===== src/rtl/recirc_pkg.sv =====
// Shared types and helpers for the recirculation router.
package recirc_pkg;

  typedef enum logic [0:0] {
    ST_ROUTE,
    ST_DRAIN
  } state_e;

  localparam logic ROUTE_MUX = 1'b1;
  localparam logic ROUTE_PRB = 1'b0;

  // Widest counter sat_add can handle; callers zero-extend into this width.
  localparam int unsigned MAX_CNT_W = 32;

  // Adds inc to cnt and clamps the result at 2^cnt_w-1.
  function automatic logic [MAX_CNT_W-1:0] sat_add(input logic [MAX_CNT_W-1:0] cnt,
                                                   input logic [MAX_CNT_W-1:0] inc,
                                                   input int unsigned          cnt_w);
    logic [MAX_CNT_W:0] sum;
    logic [MAX_CNT_W:0] lim;
    lim = ({{MAX_CNT_W{1'b0}}, 1'b1} << cnt_w) - {{MAX_CNT_W{1'b0}}, 1'b1};
    sum = {1'b0, cnt} + {1'b0, inc};
    if (sum > lim) begin
      sum = lim;
    end
    return sum[MAX_CNT_W-1:0];
  endfunction

endpackage


===== src/rtl/recirc_lane.sv =====
// One lane of the router: a registered 1-to-2 demux steered by the committed route.
module recirc_lane
  import recirc_pkg::*;
#(
  parameter int unsigned WIDTH = 8
) (
  input  logic             clk_i,
  input  logic             rst_i,
  input  logic             route_mux_i,
  input  logic [WIDTH-1:0] data_i,
  input  logic             valid_i,
  output logic [WIDTH-1:0] mux_data_o,
  output logic             mux_valid_o,
  output logic [WIDTH-1:0] prb_data_o,
  output logic             prb_valid_o
);

  logic [WIDTH-1:0] mux_data_q;
  logic             mux_valid_q;
  logic [WIDTH-1:0] prb_data_q;
  logic             prb_valid_q;

  always_ff @(posedge clk_i or posedge rst_i) begin
    if (rst_i) begin
      mux_data_q  <= '0;
      mux_valid_q <= 1'b0;
      prb_data_q  <= '0;
      prb_valid_q <= 1'b0;
    end else if (route_mux_i == ROUTE_MUX) begin
      mux_data_q  <= data_i;
      mux_valid_q <= valid_i;
      prb_data_q  <= '0;
      prb_valid_q <= 1'b0;
    end else begin
      mux_data_q  <= '0;
      mux_valid_q <= 1'b0;
      prb_data_q  <= data_i;
      prb_valid_q <= valid_i;
    end
  end

  assign mux_data_o  = mux_data_q;
  assign mux_valid_o = mux_valid_q;
  assign prb_data_o  = prb_data_q;
  assign prb_valid_o = prb_valid_q;

endmodule


===== src/rtl/recirc_router.sv =====
// N-lane recirculation router: glitch-free route switching after an idle gap,
// with saturating per-destination beat counters.
module recirc_router
  import recirc_pkg::*;
#(
  parameter int unsigned LANES       = 4,
  parameter int unsigned WIDTH       = 8,
  parameter int unsigned GAP_CYC     = 1,
  parameter int unsigned CNT_W       = 16,
  parameter logic        RESET_ROUTE = ROUTE_MUX
) (
  input  logic                   clk_i,
  input  logic                   reset_i,
  input  logic [LANES*WIDTH-1:0] in_data_i,
  input  logic [LANES-1:0]       in_valid_i,
  input  logic                   recirc_sel_i,
  input  logic                   cnt_clr_i,
  output logic [LANES*WIDTH-1:0] mux_data_o,
  output logic [LANES-1:0]       mux_valid_o,
  output logic [LANES*WIDTH-1:0] prb_data_o,
  output logic [LANES-1:0]       prb_valid_o,
  output logic                   route_mux_o,
  output logic                   switch_pend_o,
  output logic [CNT_W-1:0]       mux_beats_o,
  output logic [CNT_W-1:0]       prb_beats_o
);

  localparam int unsigned IDLE_W = $clog2(GAP_CYC) + 1;
  localparam logic [IDLE_W-1:0] IDLE_LAST = IDLE_W'(GAP_CYC - 1);

  state_e            state_q;
  logic              route_q;
  logic              pend_q;
  logic [IDLE_W-1:0] idle_run_q;

  logic [CNT_W-1:0]     mux_cnt_q, mux_cnt_d;
  logic [CNT_W-1:0]     prb_cnt_q, prb_cnt_d;
  logic [MAX_CNT_W-1:0] pop_cnt;
  logic [MAX_CNT_W-1:0] mux_sum, prb_sum;
  logic                 unused_sum;

  // The old route keeps carrying traffic until a full idle gap is seen, so a
  // commit can only happen on a cycle with no valid beat in flight.
  always_ff @(posedge clk_i or posedge reset_i) begin
    if (reset_i) begin
      state_q    <= ST_ROUTE;
      route_q    <= RESET_ROUTE;
      pend_q     <= 1'b0;
      idle_run_q <= '0;
    end else begin
      case (state_q)
        ST_ROUTE: begin
          if (recirc_sel_i != route_q) begin
            state_q    <= ST_DRAIN;
            idle_run_q <= '0;
            pend_q     <= 1'b1;
          end
        end
        ST_DRAIN: begin
          if (recirc_sel_i == route_q) begin
            state_q <= ST_ROUTE;
            pend_q  <= 1'b0;
          end else if (|in_valid_i) begin
            idle_run_q <= '0;
          end else if (idle_run_q == IDLE_LAST) begin
            route_q <= ~route_q;
            pend_q  <= 1'b0;
            state_q <= ST_ROUTE;
          end else begin
            idle_run_q <= idle_run_q + IDLE_W'(1);
          end
        end
        default: state_q <= ST_ROUTE;
      endcase
    end
  end

  always_comb begin
    pop_cnt = '0;
    for (int unsigned i = 0; i < LANES; i++) begin
      pop_cnt = pop_cnt + MAX_CNT_W'(in_valid_i[i]);
    end
  end

  assign mux_sum    = sat_add(MAX_CNT_W'(mux_cnt_q), pop_cnt, CNT_W);
  assign prb_sum    = sat_add(MAX_CNT_W'(prb_cnt_q), pop_cnt, CNT_W);
  assign unused_sum = ^{mux_sum, prb_sum};

  // Beats are credited to whichever side receives this cycle's sample.
  always_comb begin
    mux_cnt_d = mux_cnt_q;
    prb_cnt_d = prb_cnt_q;
    if (cnt_clr_i) begin
      mux_cnt_d = '0;
      prb_cnt_d = '0;
    end else if (route_q == ROUTE_MUX) begin
      mux_cnt_d = mux_sum[CNT_W-1:0];
    end else begin
      prb_cnt_d = prb_sum[CNT_W-1:0];
    end
  end

  always_ff @(posedge clk_i or posedge reset_i) begin
    if (reset_i) begin
      mux_cnt_q <= '0;
      prb_cnt_q <= '0;
    end else begin
      mux_cnt_q <= mux_cnt_d;
      prb_cnt_q <= prb_cnt_d;
    end
  end

  for (genvar g = 0; g < LANES; g++) begin : g_lane
    recirc_lane #(
      .WIDTH(WIDTH)
    ) u_lane (
      .clk_i      (clk_i),
      .rst_i      (reset_i),
      .route_mux_i(route_q),
      .data_i     (in_data_i[g*WIDTH +: WIDTH]),
      .valid_i    (in_valid_i[g]),
      .mux_data_o (mux_data_o[g*WIDTH +: WIDTH]),
      .mux_valid_o(mux_valid_o[g]),
      .prb_data_o (prb_data_o[g*WIDTH +: WIDTH]),
      .prb_valid_o(prb_valid_o[g])
    );
  end

  assign route_mux_o   = route_q;
  assign switch_pend_o = pend_q;
  assign mux_beats_o   = mux_cnt_q;
  assign prb_beats_o   = prb_cnt_q;

endmodule


===== config.mk =====
export PLATFORM = sky130hd
export DESIGN_NAME = recirc_router
export DESIGN_NICKNAME = d
export VERILOG_FILES = /design/src/rtl/recirc_pkg.sv /design/src/rtl/recirc_lane.sv /design/src/rtl/recirc_router.sv
export SDC_FILE = /design/constraint.sdc
export NUM_CORES = 1
export LEC_CHECK = 0
export ABC_AREA = 1
export CAP_MARGIN = 20
export CORE_MARGIN = 2
export CORE_UTILIZATION = 52
export CTS_BUF_LIST = sky130_fd_sc_hd__clkbuf_8 sky130_fd_sc_hd__clkbuf_16
export CTS_CLUSTER_DIAMETER = 120
export DETAILED_ROUTE_END_ITERATION = 16
export GPL_ROUTABILITY_DRIVEN = 0
export PLACE_DENSITY_LB_ADDON = 0.1
export SLEW_MARGIN = 5
export SYNTH_ARGS = -nofsm -noshare
export SYNTH_HDL_FRONTEND = slang
export SYNTH_SLANG_ARGS = --single-unit

===== constraint.sdc =====
create_clock -name clk_i -period 6.15 [get_ports clk_i]
set_input_delay 0.615 -clock clk_i [delete_from_list [all_inputs] [get_ports clk_i]]
set_output_delay 0.615 -clock clk_i [all_outputs]
set_load 0.01 [all_outputs]

==> flow_metrics.env, run 1 <==
export IMPL_clock_latency_ps=390
export IMPL_yosys_warnings=0
export IMPL_yosysTopAreaCellShare_pct=52.3
export IMPL_clk_pin_slew_ps=110
export IMPL_ant_nets=0
export IMPL_finalMaxSlewViolations=0
export IMPL_vias=4212
export IMPL_hold_viol_final=0
export IMPL_synth_edff_count=0
export IMPL_arrival_ps=3620
export IMPL_ios=146
export IMPL_wire_per_inst_um=13.0
export IMPL_diodes=0
export IMPL_cp_required_ps=6470
export IMPL_leakagePower_nw=3.66
export IMPL_tightest_slew_ps=900
export IMPL_wirelength_um=11600
export IMPL_cts_htree_levels=3
export IMPL_wl_met3_um=966
export IMPL_cts_tree="yes"
export IMPL_synth_cells=618
export IMPL_ys_async_sr_fraction_pct=100
export IMPL_area_growth_pct=34.1
export IMPL_synth_net_count=669
export IMPL_finalWorstSetupSlack_ps=2850
export IMPL_grt_ovfl_total=0
export IMPL_synth_cell_types=35
export IMPL_track_usage_pct=22.9
export IMPL_vdd_drop_max_v=0.000167
export IMPL_dpl_cell_area_um2=6550
export IMPL_crit_fanout=16
export IMPL_grt_max_degree=76
export IMPL_num_nets_final=804
export IMPL_power_density_nw_per_um2=316
export IMPL_synth_avg_cell_area_um2=8.20
export IMPL_layout_min_cycle_time_ps=3300
export IMPL_wl_met1_um=4650
export IMPL_drt_pass1_iterations=4
export IMPL_drive_gt1_share_pct=5.67
export IMPL_ys_ff_latch=107
export IMPL_status="finished, final reports clean"
export IMPL_port_buffers=145
export IMPL_clk_path_buf_depth=2
export IMPL_post_cts_buffers=0
export IMPL_synth_area_leaders="dfrtp_1, nand2_1, inv_1"
export IMPL_worstSetupPathType="in -> reg"
export IMPL_place_hpwl_um=8080
export IMPL_preCtsSetupSlack_ps=2470
export IMPL_root_buffer="clkbuf_8"
export IMPL_rsz0062_at_grt="no"
export IMPL_crit_slowest_cell="fa_1"
export IMPL_die_width_um=103
export IMPL_layout_commonest_cell="nand2_1"
export IMPL_clock_sinks=107
export IMPL_core_area_um2=9640
export IMPL_crit_path_cell_trace="clkdlybuf4s50_1 -> fa_1 -> ha_1 -> ha_1 -> fa_1 -> nand2_1 -> o21ai_4 -> nand3_2 -> nand3_1 -> nand2_1 -> o21ai_0"
export IMPL_final_util_pct=70.5
export IMPL_cts_resized=0
export IMPL_max_freq_ghz=0.303
export IMPL_wl_met2_um=5690
export IMPL_vias_per_cell=4.73
export IMPL_hp_class="reg -> reg"
export IMPL_ys_flop_type="dfrtp_1"
export IMPL_cap_violations=0
export IMPL_top_layer_used="met4"
export IMPL_slew_headroom_pct=40.0
export IMPL_antenna_found_initial=0
export IMPL_grt_pass1_wl_um=18600
export IMPL_placementRows=36
export IMPL_yosysTopAreaCell="dfrtp_1"
export IMPL_layout_common_cells="nand2_1, clkdlybuf4s50_1, inv_1, dfrtp_1, nor2_1"
export IMPL_slowest_delay_ps=510
export IMPL_cts_hold_buf=0
export IMPL_die_h_um=103
export IMPL_cp_end_kind="flip-flop"
export IMPL_setup_tns_ps=0
export IMPL_cts_buffers=9
export IMPL_initial_core_util_pct=52.6
export IMPL_drt_iter0_markers=177
export IMPL_yosysSeqAreaShare_pct=52.8
export IMPL_synth_area_um2=5070
export IMPL_fin_area_um2=6800
export IMPL_grt_pass1_vias=4004
export IMPL_skew_ps=17.5
export IMPL_setup_viol=0
export IMPL_drc=0
export IMPL_fin_crit_sh_pct=53.7
export IMPL_design_die_area_um2=10600
export IMPL_start_kind="primary input"
==> worst max-delay path, delay by kind of cell <==
kind	cells	cell delay, ps
AO/OA/AOI/OAI	2	400
adder cells (fa/ha/maj)	4	1380
buffers and inverters	1	480
AND/OR/NAND/NOR	4	740
==> flip-flops by register name, summed over array words and instances, names as in the netlist, 4 cells and up <==
register / count
g_lane.u_lane.mux_valid_o: 4
g_lane.u_lane.mux_data_o: 32
mux_beats_o: 16
g_lane.u_lane.prb_data_o: 32
g_lane.u_lane.prb_valid_o: 4
prb_beats_o: 16
==> per-layer routing <==
metal,vias up,track usage (%)
met1,1942,28.8
met5,-,0
met2,145,36.6
met3,21,8.27
li1,2104,-
met4,0,8.30
==> final timing paths <==
kind / start / endpoint / slack (ps) / cells after the start
worst min register to register: state_q / state_q / 500 / 1
min in group asynchronous: reset_i / prb_beats_o[3] / 580 / 2
worst max-delay path: in_valid_i[0] / prb_beats_o[8] / 2850 / 11
max in group asynchronous: reset_i / g_lane[1].u_lane.prb_data_o[3] / 4290 / 3
worst min-delay path: state_q / state_q / 500 / 1
worst max register to register: route_mux_o / mux_beats_o[0] / 3890 / 7
==> stage by stage <==
stage / std cells / power (W) / hold slack [ps]
after global routing: 891 / 0.00228 / 528
after floorplan: 618 / 0.00127 / 454
after detailed placement: 875 / 0.00164 / 485
after CTS: 891 / 0.00217 / 500
final: 891 / 0.00215 / 497
after global placement: 875 / 0.00162 / 470
==> cells in the mapped netlist, types with 4 or more instances <==
cell type / number
xor2_1: 6
o21ai_1: 4
inv_1: 115
nor2_1: 51
buf_4: 9
ha_1: 8
nand4_1: 17
buf_1: 7
inv_2: 5
xnor2_1: 4
a21oi_1: 7
nand2_2: 4
dfrtp_1: 106
nand3_1: 32
nand2_1: 198
buf_6: 4
o21ai_0: 11
a21o_1: 4
==> layout make-up <==
class | instances | area, µm²
fill | 792 | 2840
sequential | 107 | 2680
multi-input combinational | 365 | 1770
timing repair buffer | 149 | 1480
inverter | 121 | 457
tap | 133 | 166
clock buffer | 9 | 124
clock inverter | 7 | 123
==> power by group <==
group / internal [W] / switching [W] / total (W)
combinational: 0.000348 / 0.000370 / 0.000718
sequential: 0.000843 / 0.0000621 / 0.000905
clock: 0.000275 / 0.000252 / 0.000527
total: 0.00147 / 0.000685 / 0.00215
==> logic make-up after synthesis <==
group,synth area share [%]
XOR/XNOR,1.73
buffers and inverters,12.3
flip-flops,52.8
AND/OR/NAND/NOR,26.7
AO/OA/AOI/OAI,3.26
adder cells (fa/ha/maj),3.16
Power figures use the tool's default switching activity.
==> run 2: changes to the inputs <==
CORE_UTILIZATION = 43   (was 52)
clock period = 2.8 ns   (was 6.15 ns; I/O delays follow)
==> flow_metrics.env, run 2 (synthesized netlist as in run 1, its figures left out) <==
export IMPL_layout_commonest_cell="nand2_1"
export IMPL_fin_area_um2=7030
export IMPL_leakagePower_nw=3.77
export IMPL_crit_fanout=8
export IMPL_initial_core_util_pct=44.2
export IMPL_crit_path_cell_trace="clkdlybuf4s50_1 -> fa_1 -> ha_1 -> ha_1 -> fa_1 -> nand2_1 -> o21ai_4 -> buf_4 -> nand3_1 -> nand2_1 -> nand2_1 -> nand2_1 -> nand2_1 -> nand2_1"
export IMPL_clock_sinks=107
export IMPL_clock_latency_ps=350
export IMPL_max_freq_ghz=0.379
export IMPL_cts_tree="yes"
export IMPL_finalWorstSetupSlack_ps=163
export IMPL_hold_viol_final=0
export IMPL_design_die_area_um2=12700
export IMPL_slew_headroom_pct=46.9
export IMPL_crit_start="in_valid_i[1]"
export IMPL_placementRows=39
export IMPL_rsz0062_at_grt="no"
export IMPL_cap_violations=0
export IMPL_ios=146
export IMPL_ant_nets=0
export IMPL_drt_pass1_iterations=4
export IMPL_drc=0
export IMPL_fin_crit_sh_pct=94.2
export IMPL_hold_path_startpoint="in_valid_i[0]"
export IMPL_placedCellCount=900
export IMPL_setup_viol=0
export IMPL_grt_max_degree=65
export IMPL_rr_endpoint="prb_beats_o[14]"
export IMPL_wire_per_inst_um=12.7
export IMPL_root_buffer="clkbuf_16"
export IMPL_layout_min_cycle_time_ps=2640
export IMPL_final_util_pct=61.3
export IMPL_finalNonFillerCells=916
export IMPL_finalMaxSlewViolations=0
export IMPL_grt_ovfl_total=0
export IMPL_r2r_setup_slack_ps=890
export IMPL_port_buffers=145
export IMPL_crit_end="prb_beats_o[14]"
export IMPL_slowest_delay_ps=510
export IMPL_die_h_um=113
export IMPL_core_area_um2=11500
export IMPL_tightest_slew_ps=794
export IMPL_cts_buffers=9
export IMPL_clk_path_buf_depth=2
export IMPL_layout_common_cells="nand2_1, clkdlybuf4s50_1, inv_1, dfrtp_1, nor2_1"
export IMPL_worstSetupPathType="in -> reg"
export IMPL_preCtsSetupSlack_ps=-345
export IMPL_cp_common_cell="nand2_1"
export IMPL_start_kind="primary input"
export IMPL_cp_end_kind="flip-flop"
export IMPL_crit_slowest_cell="clkdlybuf4s50_1"
export IMPL_fillers=969
export IMPL_arrival_ps=2880
export IMPL_regArea_um2=2680
export IMPL_skew_ps=5.06
export IMPL_hp_class="in -> reg"
export IMPL_diodes=0
export IMPL_vdd_drop_max_v=0.000549
export IMPL_drive_gt1_share_pct=7.63
export IMPL_status="finished, final reports clean"
export IMPL_wirelength_um=11700
export IMPL_power_density_nw_per_um2=690
export IMPL_num_nets_final=819
export IMPL_dpl_cell_area_um2=6720
export IMPL_die_width_um=113
export IMPL_area_growth_pct=38.7
export IMPL_crit_reg2reg_launch="prb_beats_o[0]"
export IMPL_r2r_cells=11
export IMPL_grt_pass1_vias=3916
export IMPL_track_usage_pct=18.8
export IMPL_vias_per_cell=4.64
export IMPL_drt_iter0_markers=219
export IMPL_cts_htree_levels=3
export IMPL_place_hpwl_um=8300
export IMPL_grt_pass1_wl_um=19000
export IMPL_multiInputGateArea_um2=1790
export IMPL_clk_pin_slew_ps=70
export IMPL_cts_hold_buf=0
export IMPL_vias=4254
export IMPL_cp_required_ps=3050
export IMPL_antenna_found_initial=0
## run 2: cell types whose count changed in the layout (fill, tap and decap cells not counted), moves of 2 or more
cell / before / now
buf_12: 0 / 3
clkbuf_16: 0 / 9
clkbuf_8: 9 / 1
clkinvlp_4: 0 / 2
buf_4: 4 / 16
bufinv_16: 3 / 0
## run 2: area by class of cell
type	instances	area share, %
Clock buffer	10	3.40
Multi-Input combinational cell	365	25.5
Clock inverter	6	0.694
Timing Repair Buffer	164	23.2
Inverter	121	6.51
Tap cell	143	2.54
Sequential cell	107	38.1
## run 2: worst min path at each step
| stage | cells past startpoint | slack [ps] | endpoint |
|---|---|---|---|
| after floorplan | 2 | 380 | g_lane[3].u_lane.mux_data_o[5] |
| after global placement | 1 | 470 | state_q |
| after detailed placement | 2 | 490 | switch_pend_o |
| after CTS | 2 | 450 | g_lane[2].u_lane.mux_data_o[0] |
| after global routing | 3 | 270 | g_lane[0].u_lane.mux_valid_o |
| final | 3 | 240 | g_lane[0].u_lane.mux_valid_o |
## run 2: power by group
part           switching [W]  internal, W  leakage [nW]
Clock               0.000588     0.000639         0.143
Sequential          0.000152      0.00185          1.40
Combinational       0.000798     0.000824          2.23
Total                0.00154      0.00332          3.77
## run 2: metrics by stage
stage / hold WS [ps] / total power (W) / TNS [ps]
6_report: 237 / 0.00485 / 0
5_1_grt: 272 / 0.00516 / 0
4_1_cts: 446 / 0.00492 / 0
3_5_place_dp: 491 / 0.00367 / -9190
3_3_place_gp: 471 / 0.00364 / -7270
2_1_floorplan: 380 / 0.00279 / 0
## run 2: critical path, delay by kind of cell
kind                       cells  cell delay (ps)
buffers and inverters          2              680
adders and majority gates      4             1380
and+or+nand+nor                7              450
AOI/OAI and AO/OA              1               90
## run 2: what timing repair did
| item | 4_1_cts | 5_1_grt |
|---|---|---|
| gates resized for setup | 1 | 5 |
| hold endpoints to repair | 0 | 0 |
| buffers inserted | 0 | 0 |
| setup endpoints to repair | 1 | 31 |
## run 2: per-layer routing
metal	wire length, µm	track usage (%)	vias up
met5	0	0	-
met1	5080	24.5	1977
li1	-	-	2141
met2	5610	30.6	120
met4	199	6.59	0
met3	790	5.13	16
